==> src/rtl/mem_pkg.sv <==
// Shared types and helpers for the sram read/write port arbiter.
package mem_pkg;

    localparam int unsigned ADDR_W = 32;
    localparam int unsigned DATA_W = 32;
    localparam int unsigned BE_W   = 4;

    typedef enum logic [1:0] {
        OWN_NONE = 2'd0,
        OWN_IMEM = 2'd1,
        OWN_DMEM = 2'd2
    } mem_owner_t;

    // Byte address to full word index; callers truncate to the sram depth.
    function automatic logic [ADDR_W-1:0] word_idx(input logic [ADDR_W-1:0] addr);
        return addr >> 2;
    endfunction

endpackage

==> src/rtl/sram_arbiter.sv <==
// Arbitrates one sram read port between imem and dmem, routes responses back,
// and drives the sram write port directly from dmem writes.
module sram_arbiter
    import mem_pkg::*;
#(
    parameter  int unsigned DEPTH        = 1024,
    parameter  int unsigned STARVE_LIMIT = 4,
    localparam int unsigned LOGDEPTH     = $clog2(DEPTH),
    localparam int unsigned CNT_W        = $clog2(STARVE_LIMIT + 1)
) (
    input  logic                clk,
    input  logic                reset_n,

    input  logic                imem_req,
    input  logic [ADDR_W-1:0]   imem_addr,
    output logic                imem_gnt,
    output logic                imem_rvalid,
    output logic [DATA_W-1:0]   imem_rdata,

    input  logic                dmem_req,
    input  logic                dmem_we,
    input  logic [BE_W-1:0]     dmem_be,
    input  logic [ADDR_W-1:0]   dmem_addr,
    input  logic [DATA_W-1:0]   dmem_wdata,
    output logic                dmem_gnt,
    output logic                dmem_rvalid,
    output logic [DATA_W-1:0]   dmem_rdata,

    output logic                sram_read_req,
    output logic [LOGDEPTH-1:0] sram_read_addr,
    input  logic [DATA_W-1:0]   sram_read_data,
    output logic                sram_write_req,
    output logic [LOGDEPTH-1:0] sram_write_addr,
    output logic [BE_W-1:0]     sram_write_byte_en,
    output logic [DATA_W-1:0]   sram_write_data
);

    logic [CNT_W-1:0]    r_starve;
    mem_owner_t          r_owner;

    logic [LOGDEPTH-1:0] w_i_idx;
    logic [LOGDEPTH-1:0] w_d_idx;
    logic                w_d_wr;
    logic                w_d_rd;
    logic                w_hazard;
    logic                w_starved;
    logic                w_i_win;
    logic                w_d_win;
    logic [CNT_W-1:0]    w_starve_nxt;
    mem_owner_t          w_owner_nxt;

    assign w_i_idx   = LOGDEPTH'(word_idx(imem_addr));
    assign w_d_idx   = LOGDEPTH'(word_idx(dmem_addr));
    assign w_starved = (r_starve == CNT_W'(STARVE_LIMIT));

    // Read-port priority: dmem first unless imem has lost STARVE_LIMIT times in a row.
    always_comb begin
        w_d_wr   = 1'b0;
        w_d_rd   = 1'b0;
        w_hazard = 1'b0;
        w_i_win  = 1'b0;
        w_d_win  = 1'b0;
        if (reset_n) begin
            w_d_wr   = dmem_req && dmem_we;
            w_d_rd   = dmem_req && !dmem_we;
            // Same-word write and imem read would return stale data; hold imem off one cycle.
            w_hazard = w_d_wr && (w_i_idx == w_d_idx);
            if (imem_req && !w_hazard && (!w_d_rd || w_starved)) begin
                w_i_win = 1'b1;
            end else if (w_d_rd) begin
                w_d_win = 1'b1;
            end
        end
    end

    // Next starve count and read owner.
    always_comb begin
        w_starve_nxt = '0;
        w_owner_nxt  = OWN_NONE;
        if (imem_req && !w_i_win) begin
            w_starve_nxt = w_starved ? r_starve : r_starve + CNT_W'(1);
        end
        if (w_i_win) begin
            w_owner_nxt = OWN_IMEM;
        end else if (w_d_win) begin
            w_owner_nxt = OWN_DMEM;
        end
    end

    always_ff @(posedge clk) begin
        if (!reset_n) begin
            r_starve <= '0;
            r_owner  <= OWN_NONE;
        end else begin
            r_starve <= w_starve_nxt;
            r_owner  <= w_owner_nxt;
        end
    end

    assign imem_gnt    = w_i_win;
    assign dmem_gnt    = w_d_wr || w_d_win;

    // Reset also squashes a response already in flight.
    assign imem_rvalid = reset_n && (r_owner == OWN_IMEM);
    assign dmem_rvalid = reset_n && (r_owner == OWN_DMEM);
    assign imem_rdata  = sram_read_data;
    assign dmem_rdata  = sram_read_data;

    assign sram_read_req      = w_i_win || w_d_win;
    assign sram_read_addr     = w_i_win ? w_i_idx : w_d_idx;
    assign sram_write_req     = w_d_wr;
    assign sram_write_addr    = w_d_idx;
    assign sram_write_byte_en = dmem_be;
    assign sram_write_data    = dmem_wdata;

endmodule

==> config.mk <==
export PLATFORM = sky130hd
export DESIGN_NAME = sram_arbiter
export DESIGN_NICKNAME = d
export VERILOG_FILES = /design/src/rtl/mem_pkg.sv /design/src/rtl/sram_arbiter.sv
export SDC_FILE = /design/constraint.sdc
export NUM_CORES = 1
export LEC_CHECK = 0
export CAP_MARGIN = 25
export CORE_AREA = 2 2 103 105
export CTS_BUF_LIST = sky130_fd_sc_hd__clkbuf_4 sky130_fd_sc_hd__clkbuf_8
export DETAILED_ROUTE_END_ITERATION = 8
export DIE_AREA = 0 0 105 107
export PLACE_DENSITY = 0.68
export SYNTH_ARGS = -nofsm -noshare
export SYNTH_HDL_FRONTEND = slang
export SYNTH_SLANG_ARGS = --single-unit
==> constraint.sdc <==
create_clock -name clk -period 5.4 [get_ports clk]
set_input_delay 1.08 -clock clk [delete_from_list [all_inputs] [get_ports clk]]
set_output_delay 1.08 -clock clk [all_outputs]
set_load 0.01 [all_outputs]
==> results of run 1 <==
kinds of logic after synthesis:
group / count (synthesis) / synth area share (%)
AOI/OAI and AO/OA: 25 / 13.1
xor gates and xnor gates: 11 / 6.12
adders and majority gates: 2 / 1.59
buffers and inverters: 118 / 56.0
DFF: 5 / 6.35
muxes: 1 / 0.635
and+or+nand+nor: 45 / 16.2
worst max-delay path, delay by kind of cell:
| family | cells | cell delay [ps] |
|---|---|---|
| xor+xnor | 1 | 210 |
| buf+inv | 2 | 980 |
| simple gates | 2 | 860 |
| compound gates | 1 | 260 |
cell type report:
type | count | area, um^2
repair buffers | 52 | 515
clock buffers | 4 | 48.8
flip-flops and latches | 5 | 100
fillers | 1176 | 8650
multi-input cells | 84 | 593
well taps | 136 | 170
inverters | 3 | 11.3
routing by layer:
layer	wire length (um)	global-route usage, %
met1	1220	5.45
met2	1650	9.79
met3	337	2.31
met4	156	4.48
met5	0	0
through the flow:
stage / setup WS (ps) / instance area (um^2)
floorplan: 2140 / 1580
global placement: 1000 / 1390
detailed placement: 924 / 1390
CTS: 908 / 1440
global route: 812 / 1440
finish: 925 / 1440
state kept, by name, indices dropped and copies added (netlist names):
register,cells
r_owner,2
r_starve,3
path summary, 6_finish.rpt:
kind	slack [ps]	end
min reg2reg	570	r_starve[1]$_SDFFE_PN0N_
max	930	sram_read_req
min	570	r_starve[1]$_SDFFE_PN0N_
max reg2reg	3960	r_owner[0]$_SDFF_PN0_
power breakdown:
| group | switching [mW] | internal [mW] |
|---|---|---|
| logic | 0.0428 | 0.0519 |
| registers | 0.000582 | 0.0384 |
| clock network | 0.0205 | 0.0558 |
| total | 0.0638 | 0.146 |
synthesized netlist by cell type:
cell,instances,share of area (%)
buf_4,113,54
a211oi_1,3,1.4
and3b_1,1,0.56
nor3_2,1,0.64
xor2_1,10,5.6
or2b_2,1,0.56
mux2i_1,1,0.64
a21boi_1,1,0.48
o2bb2ai_1,1,0.56
nor2b_1,1,0.40
o21ai_0,1,0.32
buf_6,2,1.4
and2_1,4,1.6
dfxtp_1,5,6.4
nor4_2,2,1.6
nand3_1,4,1.3
inv_1,3,0.71
nand4_1,4,1.6
a21oi_1,3,0.95
a21o_2,4,2.2
nor2_1,2,0.48
o21ai_2,1,0.56
a22o_1,1,0.56
and4_1,1,0.56
o211ai_4,1,1.4
xnor2_1,1,0.56
a21oi_2,1,0.56
o211ai_1,4,1.9
a2bb2oi_1,4,2.2
nand3b_1,1,0.48
or3_1,1,0.40
nand2_1,21,5.0
nand3_4,1,1.1
ha_1,2,1.6
==> impl_results.md, run 1 <==
* Post-Syn Area at ~1600 um^2
* TNS Setup at 0 ps
* Via count at between 900 and 1,000
* DRT antenna net count at 0
* Largest net degree at the start of global routing at 12
* H-tree depth at 1
* Slew Limit Fails at 0
* Routability cong. at between 0.6 and 0.7
* Reg2reg path depth at 5
* Number of distinct library cells after synthesis at 34
* Mapped Nets at about 350
* Setup crit start: dmem_addr[5]
* First-pass GRT wire length at a little over 5000 um
* Final Routed Wirelength at 3360 um
* Final setup viols at 0
* CTS root buf: clkbuf_8
* Num Clock Sinks at 5
* Post-Layout Cell Count at around 280
* Critical path cell sequence: clkdlybuf4s50_1 > xor2_1 > nor3_2 > nand3_4 > a22o_1 > clkdlybuf4s50_1
* Status: finished, final reports clean
* Post-Route Skew at between 0.5 and 0.6 ps
* Hold Path Class: flip-flop to flip-flop
* YS warnings at 0
* Most frequent cells in the layout: clkdlybuf4s50_1 (50), nand2_1 (21), xor2_1 (10)
* Post-Syn Instances at approximately 210
* Clk buf depth at 2
* Final-report hold violation count at 0
* TritonCTS clock tree: done
* Finished Core Util at ~14%
* Hold Path Origin: r_starve[1]$_SDFFE_PN0N_
* Setup bufs post-CTS at 0
* # diodes at 0
* I/O Buffers at 50
* Clock latency on the worst-skew pair at about 230 ps
* Row count at 37
* Seq/Total Area, Yosys at under 10%
* Drt initial violations at 27
* Worst Hold Depth at 2
* TritonRoute pass-1 iters at 4
* #FFs+latches synth at 5
* Nets at about 290
* DRC violations left at 0
* Unrepaired setup endpoints after global routing: no
* Placed wire-length estimate at 2730 um
* Top-Level Pins at around 260
* Vias per cell at about 3.4
* Layout cells sized above 1 at 12.2%
* Cell count after placement at 280
* CP max stage delay at between 600 and 700 ps
* Critical path arrival at 3390 ps
* Most frequent CP cell: clkdlybuf4s50_1
* Hold_buf cts at 0
* GRT overflow at 0
* Post-synthesis average cell area at 7.61 um^2
* CP required at about 4300 ps
* FMAX at approximately 220 MHz
* Clock transition at path regs at 30 ps
* Worst Max-Slew Pin Slew at around 760 ps
* Fin crit period at about 4500 ps
* Area Overhead vs Synth at -8.66%
* Routed length per placed instance at between 10 and 15 um
* Die area at about 11,000 um^2
* VDD IR-drop max at roughly 45 uV
* Initial antenna violation count at 0
* Num CTS Buffers at 3
* Die Y at around 110 um
* CTS resizes at 0
* Crit Path Category: primary input to primary output
* CP startpoint kind: primary input
* Die Width at 105 um
* Pwr/cell area at 146 nW/um^2
* CP Capture Type: primary output
* Period utilisation layout at just over 80%
* Most common cell after layout, fill and taps aside: clkdlybuf4s50_1
* Total Power at around 0.21 mW
* Static Leak at 0.510 nW
* Starting Density at between 15 and 20%
* GRT Total Usage at ~5.7%
* Number of global-route vias before repair at a little over 1,000
* Hold WS at 568 ps
* Slowest cell on crit path: nor3_2
* Peak fanout along the critical path at 11
* Max-Cap Viols at 0
* R2R Path Start: r_starve[0]$_SDFFE_PN0N_
* Slew Limit Headroom at slightly below 50%
* Core ar. at around 10,000 um^2
Power figures use the tool's default switching activity.
==> run 2, diff against run 1 <==
Settings changed: CORE_AREA 2 2 103 105 to 2 2 102 104, DIE_AREA 0 0 105 107 to 0 0 104 106, PLACE_DENSITY 0.68 to 0.69.
Clock period 5.4 ns to 4.2 ns, I/O delays scaled along.
==> impl_results.md, run 2 (synthesis gave the netlist of run 1 again) <==
* Status: finished, final reports clean
* DRC violations left at 0 (unchanged)
* GRT overflow at 0 (unchanged)
* TritonCTS clock tree: done
* Worst Max-Slew Pin Slew at 628 ps (-132 ps)
* Critical path cell sequence: clkdlybuf4s50_1 > xor2_1 > nor4_2 > buf_4 > a21oi_2 > or3_1 > clkdlybuf4s50_1
* Hold_buf cts at 0 (unchanged)
* CTS root buf: clkbuf_8
* Row count at 37 (unchanged)
* Top-Level Pins at 263 (unchanged)
* Largest regs: r_starve: 3 flops, r_owner: 2 flops
* CP max stage delay at 480 ps (-150 ps)
* Max FFs per register at 3 (unchanged)
* Layout cells sized above 1 at 13.3% (+1.2 points)
* Hold WS at 580 ps (+11.8 ps)
* CTS resizes at 0 (unchanged)
* Most common cell after layout, fill and taps aside: clkdlybuf4s50_1
* Nets at 290 (+0.69%)
* Crit Path Category: primary input to primary output
* CP required at 3360 ps (-960 ps)
* First-pass GRT wire length at 4900 um (-4.2%)
* Setup bufs post-CTS at 0 (unchanged)
* Most frequent cells in the layout: clkdlybuf4s50_1 (50), nand2_1 (21), xor2_1 (10)
* Num CTS Buffers at 3 (unchanged)
* Critical path arrival at 3070 ps (-320 ps)
* Total Power at 0.271 mW (+29%)
* Number of global-route vias before repair at 991 (-2.7%)
* VDD IR-drop max at 59.9 uV (+32%)
* CP Capture Type: primary output
* I/O Buffers at 50 (unchanged)
* Register with the most flip-flops: r_starve
* Clock latency on the worst-skew pair at 230 ps (about the same)
* DRT antenna net count at 0 (unchanged)
* Max-Cap Viols at 0 (unchanged)
* H-tree depth at 1 (unchanged)
* Core ar. at 10000 um^2 (-0.92%)
* Area Overhead vs Synth at -7.70%
* FMAX at 256 MHz
* Die area at 11,000 um^2 (-1.9%)
* Peak fanout along the critical path at 10 (-1)
* # diodes at 0 (unchanged)
* Final Routed Wirelength at 3180 um (-5.4%)
* Final-report hold violation count at 0 (unchanged)
* GRT Total Usage at 5.50% (-0.21 points)
* CP startpoint kind: primary input
* Post-Route Skew at 1.72 ps (+1.14 ps)
* Slew Limit Headroom at 58.1% (+9.1 points)
* Pwr/cell area at 186 nW/um^2 (+28%)
* Placed wire-length estimate at 2560 um (-6.0%)
* Slowest cell on crit path: clkdlybuf4s50_1
* Initial antenna violation count at 0 (unchanged)
* Clk buf depth at 2 (unchanged)
* Fin crit period at 3910 ps
* Num Clock Sinks at 5 (unchanged)
* Clock transition at path regs at 40 ps (about the same)
* Slew Limit Fails at 0 (unchanged)
* Final setup viols at 0 (unchanged)
* Routability cong. at 0.697 (+0.78%)
* Die Width at 104 um (-0.95%)
* TritonRoute pass-1 iters at 4 (unchanged)
* Die Y at 106 um (-0.93%)
* Starting Density at 15.8% (+0.14 points)
* Most frequent CP cell: clkdlybuf4s50_1
* Hold Path Class: flip-flop to flip-flop
* Static Leak at 0.520 nW (+2.0%)
* Via count at 989 (+1.4%)
* Largest net degree at the start of global routing at 12 (unchanged)
* Drt initial violations at 33 (+22%)
* TNS Setup at 0 ps (unchanged)
* Period utilisation layout at roughly 93%
* Vias per cell at 3.46 (+0.73%)
* Unrepaired setup endpoints after global routing: no
* Routed length per placed instance at 11.1 um (-6.1%)
==> run 2: area by class of cell <==
class,instances,area (um^2)
clock buffers,4,48.8
repair buffers,54,531
flip-flops and latches,5,100
well taps,136,170
inverters,3,11.3
fillers,1163,8550
multi-input cells,84,593
==> run 2: metrics by stage <==
stage | setup WS, ps | instances | util, % | area, um^2
floorplan | 1420 | 207 | - | 1580
global placement | 287 | 282 | 14.1 | 1410
detailed placement | 256 | 282 | 14.1 | 1410
CTS | 260 | 286 | 14.5 | 1450
global route | 159 | 286 | 14.5 | 1450
finish | 292 | 286 | 14.5 | 1450
==> run 2: report_power, final <==
group	internal, mW	switching (mW)
registers	0.0493	0.000859
logic	0.0682	0.0543
clock network	0.0718	0.0266
total	0.189	0.0817
==> run 2: worst paths after layout <==
kind / startpoint / to / cells past startpoint / slack, ps
setup / recovery: dmem_addr[6] / sram_read_addr[1] / 7 / 290
hold / removal: r_starve[2]$_SDFFE_PN0N_ / r_starve[2]$_SDFFE_PN0N_ / 2 / 580
setup reg to reg: r_starve[0]$_SDFFE_PN0N_ / r_starve[1]$_SDFFE_PN0N_ / 5 / 2730
hold reg to reg: r_starve[2]$_SDFFE_PN0N_ / r_starve[2]$_SDFFE_PN0N_ / 2 / 580
==> run 2: routing by layer <==
layer | track usage (%) | vias up | routed length (um)
li1 | - | 457 | -
met1 | 5.24 | 455 | 1100
met2 | 9.54 | 57 | 1610
met3 | 2.58 | 20 | 372
met4 | 3.57 | 0 | 104
met5 | 0 | - | 0
==> run 2: critical path: cells and delay by family <==
family | cells | cell delay, ps
buffers and inverters | 3 | 1190
and+or+nand+nor | 2 | 770
xor gates and xnor gates | 1 | 200
AOI/OAI and AO/OA | 1 | 60
==> run 3, diff against run 2 <==
Settings changed: CORE_AREA 2 2 102 104 to 2 2 103 105, DIE_AREA 0 0 104 106 to 0 0 105 107, PLACE_DENSITY 0.69 to 0.68.
Clock period 4.2 ns to 4.6 ns, I/O delays scaled along.
==> impl_results.md, run 3 (synthesis gave the netlist of run 1 again) <==
* Routed length per placed instance at 11.4 um (+2.9%)
* Pwr/cell area at 169 nW/um^2 (-9.2%)
* Post-Route Skew at 0.672 ps (-1.05 ps)
* DRC violations left at 0 (unchanged)
* Crit Path Category: primary input to primary output
* R2R Path Start: r_starve[0]$_SDFFE_PN0N_
* Number of global-route vias before repair at 1,024 (+3.3%)
* CP required at 3680 ps (+320 ps)
* Die Width at 105 um (+0.96%)
* Filler instances at 1,183 (+1.7%)
* Die area at 11,200 um^2 (+1.9%)
* # diodes at 0 (unchanged)
* Most frequent cells in the layout: clkdlybuf4s50_1 (50), nand2_1 (21), xor2_1 (10)
* Worst Max-Slew Pin Slew at 665 ps (+37.4 ps)
* Static Leak at 0.515 nW (-0.92%)
* Largest net degree at the start of global routing at 12 (unchanged)
* Reg area at 100 um^2 (unchanged)
* Critical path cell sequence: clkdlybuf4s50_1 > or2b_2 > o21ai_2 > a2bb2oi_1 > nand3_1 > clkdlybuf4s50_1
* Vias per cell at 3.45 (-0.26%)
* CTS resizes at 0 (unchanged)
* Drt initial violations at 35 (+6.1%)
* Peak fanout along the critical path at 10 (unchanged)
* Finished Core Util at 14.3% (-0.21 points)
* Nets at 289 (-0.34%)
* Area Overhead vs Synth at -8.18%
* Max-Cap Viols at 0 (unchanged)
* GRT overflow at 0 (unchanged)
* Clk buf depth at 2 (unchanged)
* FMAX at 249 MHz
* I/O Buffers at 50 (unchanged)
* CP startpoint kind: primary input
* Crit path buf inv count at 2 (-1)
* Period utilisation layout at 87.2%
* Starting Density at 15.6% (-0.14 points)
* Routability cong. at 0.686 (-1.5%)
* GRT Total Usage at 5.62% (+0.12 points)
* TritonRoute pass-1 iters at 4 (unchanged)
* Top-Level Pins at 263 (unchanged)
* Hold_buf cts at 0 (unchanged)
* CP max stage delay at 580 ps (+100 ps)
* Slowest cell on crit path: clkdlybuf4s50_1
* Worst Slack Setup Final at 591 ps (+299 ps)
* Met1 wire length at 1150 um (+4.8%)
* Dpl ws at 534 ps (+279 ps)
* Die Y at 107 um (+0.94%)
* WL met2 at 1620 um (+0.81%)
* Final setup viols at 0 (unchanged)
* Max FFs per register at 3 (unchanged)
* TNS Setup at 0 ps (unchanged)
* Placed wire-length estimate at 2710 um (+5.6%)
* Setup crit start: dmem_req
* Hold Path Class: flip-flop to flip-flop
* Core ar. at 10,100 um^2 (+0.93%)
* Largest regs: r_starve: 3 flops, r_owner: 2 flops
* TritonCTS clock tree: done
* First-pass GRT wire length at 5080 um (+3.7%)
* Unrepaired setup endpoints after global routing: no
* Register with the most flip-flops: r_starve
* Final-report hold violation count at 0 (unchanged)
* Most common cell after layout, fill and taps aside: clkdlybuf4s50_1
* Hold Path Origin: r_starve[1]$_SDFFE_PN0N_
* Delay-heaviest family, CP: buffers and inverters
* Initial antenna violation count at 0 (unchanged)
* CP Capture Type: primary output
* Top sig layer: met4
* Hold WS at 578 ps (-2.05 ps)
* Clock transition at path regs at 40 ps (about the same)
* DRT antenna net count at 0 (unchanged)
* Clock latency on the worst-skew pair at 220 ps (about the same)
* H-tree depth at 1 (unchanged)
* Setup bufs post-CTS at 0 (unchanged)
* Layout cells sized above 1 at 12.8% (-0.58 points)
* Row count at 37 (unchanged)
* Via count at 983 (-0.61%)
* Slew Limit Fails at 0 (unchanged)
* CTS root buf: clkbuf_8
* Slew Limit Headroom at 55.7% (-2.5 points)
* Final Routed Wirelength at 3260 um (+2.5%)
* Multi-input logic area at 593 um^2 (unchanged)
* Most frequent CP cell: clkdlybuf4s50_1
* Critical path arrival at 3090 ps (+20 ps)
* Fin crit period at 4010 ps
* VDD IR-drop max at 55.7 uV (-7.0%)
* Status: finished, final reports clean
* Num Clock Sinks at 5 (unchanged)
* Met3 wire len at 352 um (-5.4%)
* Num CTS Buffers at 3 (unchanged)
-- run 3: cell count changes in the layout (fill, tap and decap cells not counted) --
cell	change
buf_4	-1
-- run 3: path summary, 6_finish.rpt --
path | cells after the start | slack [ps] | to
setup / recovery | 6 | 590 | sram_read_addr[9]
hold / removal | 2 | 580 | r_starve[1]$_SDFFE_PN0N_
setup reg to reg | 5 | 3120 | r_owner[0]$_SDFF_PN0_
hold reg to reg | 2 | 580 | r_starve[1]$_SDFFE_PN0N_
-- run 3: worst reg2reg max path, cell delays in order, from the launching register on --
cell     delay, ps
dfxtp_1        300
inv_1           80
ha_1           190
nand2_1         80
a21oi_1        530
and2_1         230
-- run 3: stage by stage --
| stage | power [mW] | std cells | cell area [um^2] |
|---|---|---|---|
| floorplan | 0.189 | 207 | 1580 |
| finish | 0.245 | 285 | 1450 |
| detailed placement | 0.160 | 281 | 1400 |
| global placement | 0.158 | 281 | 1400 |
| CTS | 0.249 | 285 | 1450 |
| global route | 0.260 | 285 | 1450 |
-- run 3: layer usage --
metal  up-vias  track usage, %
li1        453               -
met5         -               0
met1       460            5.26
met3        27            2.49
met4         0            3.81
met2        43            9.88
-- run 3: where the power goes --
part           switching (mW)  internal [mW]
clock                  0.0219         0.0654
sequential           0.000653         0.0450
combinational          0.0503         0.0617
-- run 3: cell type report --
| type | instances | area share, % |
|---|---|---|
| multi-input combinational | 84 | 41.0 |
| tap | 136 | 11.8 |
| timing repair buffer | 53 | 36.2 |
| inverter | 3 | 0.779 |
| sequential | 5 | 6.92 |
| clock buffer | 4 | 3.37 |
